[config.mk]
export PLATFORM = sky130hd
export DESIGN_NAME = tiny_cpu
export DESIGN_NICKNAME = d
export VERILOG_FILES = /design/src/rtl/tiny_cpu.sv
export SDC_FILE = /design/constraint.sdc
export NUM_CORES = 2
export LEC_CHECK = 0
export BUFFER_PORTS_ARGS = -buffer_cell sky130_fd_sc_hd__buf_2
export CORE_MARGIN = 10
export CORE_UTILIZATION = 55
export CTS_CLUSTER_DIAMETER = 60
export DETAILED_ROUTE_END_ITERATION = 10
export PLACE_DENSITY = 0.7
export SYNTH_ARGS = -nofsm -noshare
export SYNTH_HDL_FRONTEND = slang
export SYNTH_SLANG_ARGS = --single-unit
[constraint.sdc]
create_clock -name CLK -period 21.2 [get_ports CLK]
set_input_delay 3.18 -clock CLK [delete_from_list [all_inputs] [get_ports CLK]]
set_output_delay 3.18 -clock CLK [all_outputs]
set_load 0.05 [all_outputs]
[src/rtl/tiny_cpu.sv]
// tiny_cpu: single-issue RV32I-subset core for the demo board.
// The board clock is divided down to slow_clk. One instruction retires on
// each slow_clk rising edge. The program is held in a fixed 16-word ROM.
// The core has a 32x32 register file and a small word-addressed data RAM.
//   CLK       in   board clock (the only clock; slow_clk is a derived enable)
//   RST       in   asynchronous active-high reset
//   led_red   out  R[1][0]
//   led_green out  R[2][0]
//   led_blue  out  R[3][0]
module tiny_cpu #(
    parameter int SLOW_DIV   = 2,
    parameter int DMEM_WORDS = 16
) (
    input  logic CLK,
    input  logic RST,
    output logic led_red,
    output logic led_green,
    output logic led_blue
);
    localparam int CW = (SLOW_DIV > 1) ? $clog2(SLOW_DIV) : 1;
    localparam int AW = (DMEM_WORDS > 1) ? $clog2(DMEM_WORDS) : 1;

    logic [CW-1:0] r_div_cnt;
    logic          slow_clk;
    logic [31:0]   PC;
    logic [31:0]   IR;
    logic [31:0]   R [0:31];
    logic [31:0]   r_dmem [0:DMEM_WORDS-1];

    function automatic logic [31:0] rom_word(input logic [3:0] idx);
        case (idx)
            4'd0:    rom_word = 32'h00500093; // ADDI x1,x0,5
            4'd1:    rom_word = 32'h00300113; // ADDI x2,x0,3
            4'd2:    rom_word = 32'h002081B3; // ADD  x3,x1,x2
            4'd3:    rom_word = 32'h40108233; // SUB  x4,x1,x1
            4'd4:    rom_word = 32'h00118293; // ADDI x5,x3,1
            4'd5:    rom_word = 32'h02A00313; // ADDI x6,x0,42
            4'd6:    rom_word = 32'h00000393; // ADDI x7,x0,0
            4'd7:    rom_word = 32'h0063A023; // SW   x6,0(x7)
            4'd8:    rom_word = 32'h0003A403; // LW   x8,0(x7)
            4'd9:    rom_word = 32'h000404B3; // ADD  x9,x8,x0
            4'd10:   rom_word = 32'h0000006F; // JAL  x0,0
            default: rom_word = 32'h00000013; // NOP
        endcase
    endfunction

    // The commit strobe is the CLK cycle on which slow_clk goes 0 -> 1.
    // This keeps all state in the CLK domain.
    logic w_div_wrap, w_tick;
    assign w_div_wrap = (r_div_cnt == CW'(SLOW_DIV - 1));
    assign w_tick     = w_div_wrap && !slow_clk;

    // Decode fields
    logic [6:0]  w_op, w_f7;
    logic [4:0]  w_rd, w_rs1, w_rs2;
    logic [2:0]  w_f3;
    logic [31:0] w_a, w_b, w_imm_i, w_imm_s, w_imm_j;
    logic [AW-1:0] w_ld_idx, w_st_idx;

    assign w_op  = IR[6:0];
    assign w_rd  = IR[11:7];
    assign w_f3  = IR[14:12];
    assign w_rs1 = IR[19:15];
    assign w_rs2 = IR[24:20];
    assign w_f7  = IR[31:25];
    assign w_a   = R[w_rs1];   // R[0] is never written, so it always reads 0
    assign w_b   = R[w_rs2];

    assign w_imm_i = {{20{IR[31]}}, IR[31:20]};
    assign w_imm_s = {{20{IR[31]}}, IR[31:25], IR[11:7]};
    assign w_imm_j = {{11{IR[31]}}, IR[31], IR[19:12], IR[20], IR[30:21], 1'b0};

    // Word index. Dropping the byte bits and truncating gives wrap-around.
    assign w_ld_idx = AW'((w_a + w_imm_i) >> 2);
    assign w_st_idx = AW'((w_a + w_imm_s) >> 2);

    logic        w_we, w_st;
    logic [31:0] w_wdata, w_next_pc;

    always_comb begin
        w_we      = 1'b0;
        w_st      = 1'b0;
        w_wdata   = 32'h0;
        w_next_pc = PC + 32'd4;
        case (w_op)
            7'b0110011: begin
                w_we = 1'b1;
                case ({w_f7, w_f3})
                    10'b0000000_000: w_wdata = w_a + w_b;
                    10'b0100000_000: w_wdata = w_a - w_b;
                    10'b0000000_111: w_wdata = w_a & w_b;
                    10'b0000000_110: w_wdata = w_a | w_b;
                    10'b0000000_100: w_wdata = w_a ^ w_b;
                    10'b0000000_010: w_wdata = {31'h0, $signed(w_a) < $signed(w_b)};
                    default:         w_we    = 1'b0;
                endcase
            end
            7'b0010011: if (w_f3 == 3'b000) begin
                w_we    = 1'b1;
                w_wdata = w_a + w_imm_i;
            end
            7'b0000011: if (w_f3 == 3'b010) begin
                w_we    = 1'b1;
                w_wdata = r_dmem[w_ld_idx];
            end
            7'b0100011: if (w_f3 == 3'b010) w_st = 1'b1;
            7'b1101111: begin
                w_we      = 1'b1;
                w_wdata   = PC + 32'd4;
                w_next_pc = PC + w_imm_j;
            end
            default: ;
        endcase
    end

    always_ff @(posedge CLK or posedge RST) begin
        if (RST) begin
            r_div_cnt <= '0;
            slow_clk  <= 1'b0;
            PC        <= 32'h0;
            IR        <= rom_word(4'd0);
            for (int i = 0; i < 32; i++) R[i] <= 32'h0;
        end else begin
            if (w_div_wrap) begin
                r_div_cnt <= '0;
                slow_clk  <= ~slow_clk;
            end else begin
                r_div_cnt <= r_div_cnt + CW'(1);
            end
            if (w_tick) begin
                PC <= w_next_pc;
                IR <= rom_word(w_next_pc[5:2]);
                if (w_we && (w_rd != 5'd0)) R[w_rd] <= w_wdata;
            end
        end
    end

    // Data RAM keeps its contents across reset.
    always_ff @(posedge CLK) begin
        if (w_tick && w_st) r_dmem[w_st_idx] <= w_b;
    end

    assign led_red   = R[1][0];
    assign led_green = R[2][0];
    assign led_blue  = R[3][0];
endmodule

==> results.md <==
* Row cnt at 115
* Via density at 6.63
* Congestion Overflow GR at 0
* Fin. max-slew vios at 0
* First-pass GRT wire length at 236000 um
* Mean Syn Cell Area at 12.9 um2
* CTS tree: built
* Final Skew at 0.0327 ns
* Rel. slew slack at 0.108
* Ratio of cells with drive above 1 in the final layout at 0.184
* DRC errors left at 0
* Final Hold Viols at 0
* Fill count at 7486
* Slew @ Worst Pin at 1.34 ns
* Clk_lat worst skew at 0.73 ns
* Period utilization at 0.382
* Final TNS setup at 0 ns
* Multi-input gate area at 23100 um2
* Cts hold-fix bufs at 0
* Ys async rst share at 0.523
* Final Net Count at 4190
* Worst hold path class: register to register
* Core ar. at 98100 um2
* Register area share after synthesis at 0.542
* Drt wl/cell at 28.9 um
* Post_cts resized at 0
* Initial core utilization at 0.553
* Port Buffer Count at 4
* Clock Pin Slew Worst Setup and Hold Paths at 0.06 ns
* Kind of end point of the critical path: register
* Seq pwr share at 0.506
* Post-Synthesis Cell Area at 54300 um2
* Number of flops mapped to enable cells by yosys at 512
* Peak supply drop at 0.0000743 V
* GRT Overall Usage at 0.282
* Worst slack, placed at 13.21 ns
* CTS Sinks at 1073
* Die Height at 334 um
* Int Pwr at 3.42 mW
* Largest fanout on the critical path at 118
* Final Setup Violations at 0
* Die area at 112000 um2
* Vias in the first global route at 35893
* TritonCTS Buffers at 113
* Root Buffer: clkbuf_16
* Synth unique cells at 102
* Detailed Route Iter0 Violations at 4175
* Net Count, Synth at 4320
* Switching Share at 0.202
* Antenna violations before repair at 1
* Leading register cell type out of synthesis: dfrtp_1
* Pin count of the biggest net entering global routing at 119
* Critical Path Source Type: register
* Net switching power at 863 uW
* Design Power at 4.28 mW
* Logic pwr share at 0.005
* Area Overhead vs Synth at 9.07%
* Antenna cells at 0
* Max Freq at 0.124 GHz
* Die X-Extent at 334 um
* Minimum clock period at 8.10 ns
* Boundary Pins at 5
* RSZ-0062 raised after global routing: no
* Antenna viol nets, final at 0
* Via count at 36313
* Hold Slack at 0.391 ns
* Ys Warns at 0
* PnR worst setup slack at 13.10 ns
* Required @ worst endpoint at 21.75 ns
* P per Cell Area at 72.3 nW/um2
* Sequential Area at 29400 um2
* Drt pass-1 iters at 6
* Yosys reg bits at 1073
* Status: finished, final reports clean
* Gpl congestion at 0.974
* Critical path class: register to register
* Detailed Route WL at 159000 um
* Post-CTS Setup Bufs at 0
* Critical path arrival at 8.65 ns
* Leak at 21.5 nW
* Max cap viols at 0
* HPWL Detailed at 101000 um
* CTS Buffer Depth at 3
* Total number of H-tree levels at 3
* Clk pwr share at 0.489
* Mapped Cells at 4226
## synthesized netlist by cell type (17+ instances only)
library cell / instances / area [um2]
a221oi_1: 24 / 210
xor2_1: 39 / 342
buf_1: 31 / 116
a211oi_1: 26 / 195
nand3_1: 41 / 205
nor2_1: 542 / 2030
nand4_1: 20 / 125
nand2_1: 286 / 1070
o31ai_1: 17 / 128
mux4_2: 359 / 8090
mux2i_1: 80 / 801
nor2b_1: 22 / 138
buf_4: 21 / 158
clkbuf_1: 197 / 739
o21ai_0: 168 / 841
nor3_1: 38 / 190
ha_1: 88 / 1100
inv_1: 97 / 364
a21oi_1: 494 / 2470
nor4_1: 18 / 113
edfxtp_1: 512 / 15400
a31oi_1: 34 / 213
buf_2: 57 / 285
xnor2_1: 70 / 613
mux4_1: 47 / 1230
a22oi_1: 21 / 158
dfrtp_1: 557 / 13900
## path summary, 6_finish.rpt
kind	cells past startpoint	slack, ns	endpoint	start
setup / recovery	14	13.10	R[761]	IR[15]
hold / removal	0	0.39	R[1005]	R[1005]
setup reg to reg	14	13.10	R[761]	IR[15]
hold reg to reg	0	0.39	R[1005]	R[1005]
max in group asynchronous	4	16.18	R[584]	RST
min in group asynchronous	2	2.63	R[789]	RST
## routing by layer
layer  vias up  GRT usage  wire [um]
li1      15641          -          -
met1     18524      0.385      62200
met2      1853      0.439      73300
met3       295     0.0537      15500
met4         0      0.128       7470
met5         -          0          0
## flip-flops by register name, indices dropped and copies added (netlist names)
register / count
IR: 16
PC: 31
R: 509
led_blue: 1
led_green: 1
led_red: 1
r_div_cnt: 1
r_dmem: 512
slow_clk: 1
## worst max-delay path, cell delays in order (launching register included)
cell	delay (ns)
dfrtp_4	0.63
buf_4	0.61
buf_12	0.57
mux4_2	0.58
mux4_2	0.62
ha_1	0.32
a211oi_1	0.32
nor2_1	0.17
xor2_4	0.63
buf_12	0.59
mux4_2	0.58
and3_1	0.20
nor4_1	0.47
nor4b_4	1.00
o21ai_0	0.24
## final cells by class
type                       instances  share of cell area
clock buffer                     146              0.0534
clock inverter                    64              0.0136
inverter                          99             0.00640
multi-input combinational       2712               0.390
sequential                      1073               0.497
tap                             1287              0.0272
timing repair buffer              97              0.0128
## cell usage in the layout (no fill, tap or decap), drive strengths merged, types with 7 or more instances in the layout
cell / count
a2111oi: 7
a211o: 9
a211oi: 37
a21o: 16
a21oi: 506
a221oi: 31
a22o: 16
a22oi: 21
a31oi: 37
a32oi: 7
and2: 12
and3: 14
buf: 97
bufinv: 16
clkbuf: 146
clkinv: 39
dfrtp: 557
edfxtp: 512
ha: 88
inv: 104
mux2i: 80
mux4: 407
nand2: 287
nand2b: 14
nand3: 42
nand4: 21
nor2: 543
nor2b: 22
nor3: 39
nor4: 20
o211ai: 13
o21ai: 171
o21bai: 12
o22ai: 15
o31ai: 17
or2: 11
or3: 8
xnor2: 71
xor2: 40
## cell families after synthesis
kind of cell | share of synthesized area
flip-flops | 0.542
AND/OR/NAND/NOR | 0.0832
AO/OA/AOI/OAI | 0.108
multiplexers | 0.188
buffers and inverters | 0.0390
XOR/XNOR | 0.0182
adder cells (fa/ha/maj) | 0.0218
## power by group through the flow
stage               clock network [mW]  registers [mW]  logic (mW)
floorplan                            0            2.21      0.0154
global placement                     0            2.21      0.0230
detailed placement                   0            2.21      0.0232
CTS                               2.11            2.17      0.0233
global route                      2.20            2.17      0.0258
finish                            2.09            2.17      0.0217
## through the flow
stage	cells	utilization	area (um2)
6_report	5478	0.604	59200
2_1_floorplan	4226	-	54300
3_3_place_gp	5268	0.563	55300
5_1_grt	5478	0.604	59200
3_5_place_dp	5268	0.563	55300
4_1_cts	5478	0.604	59200
(Power assumes the default switching activity.)
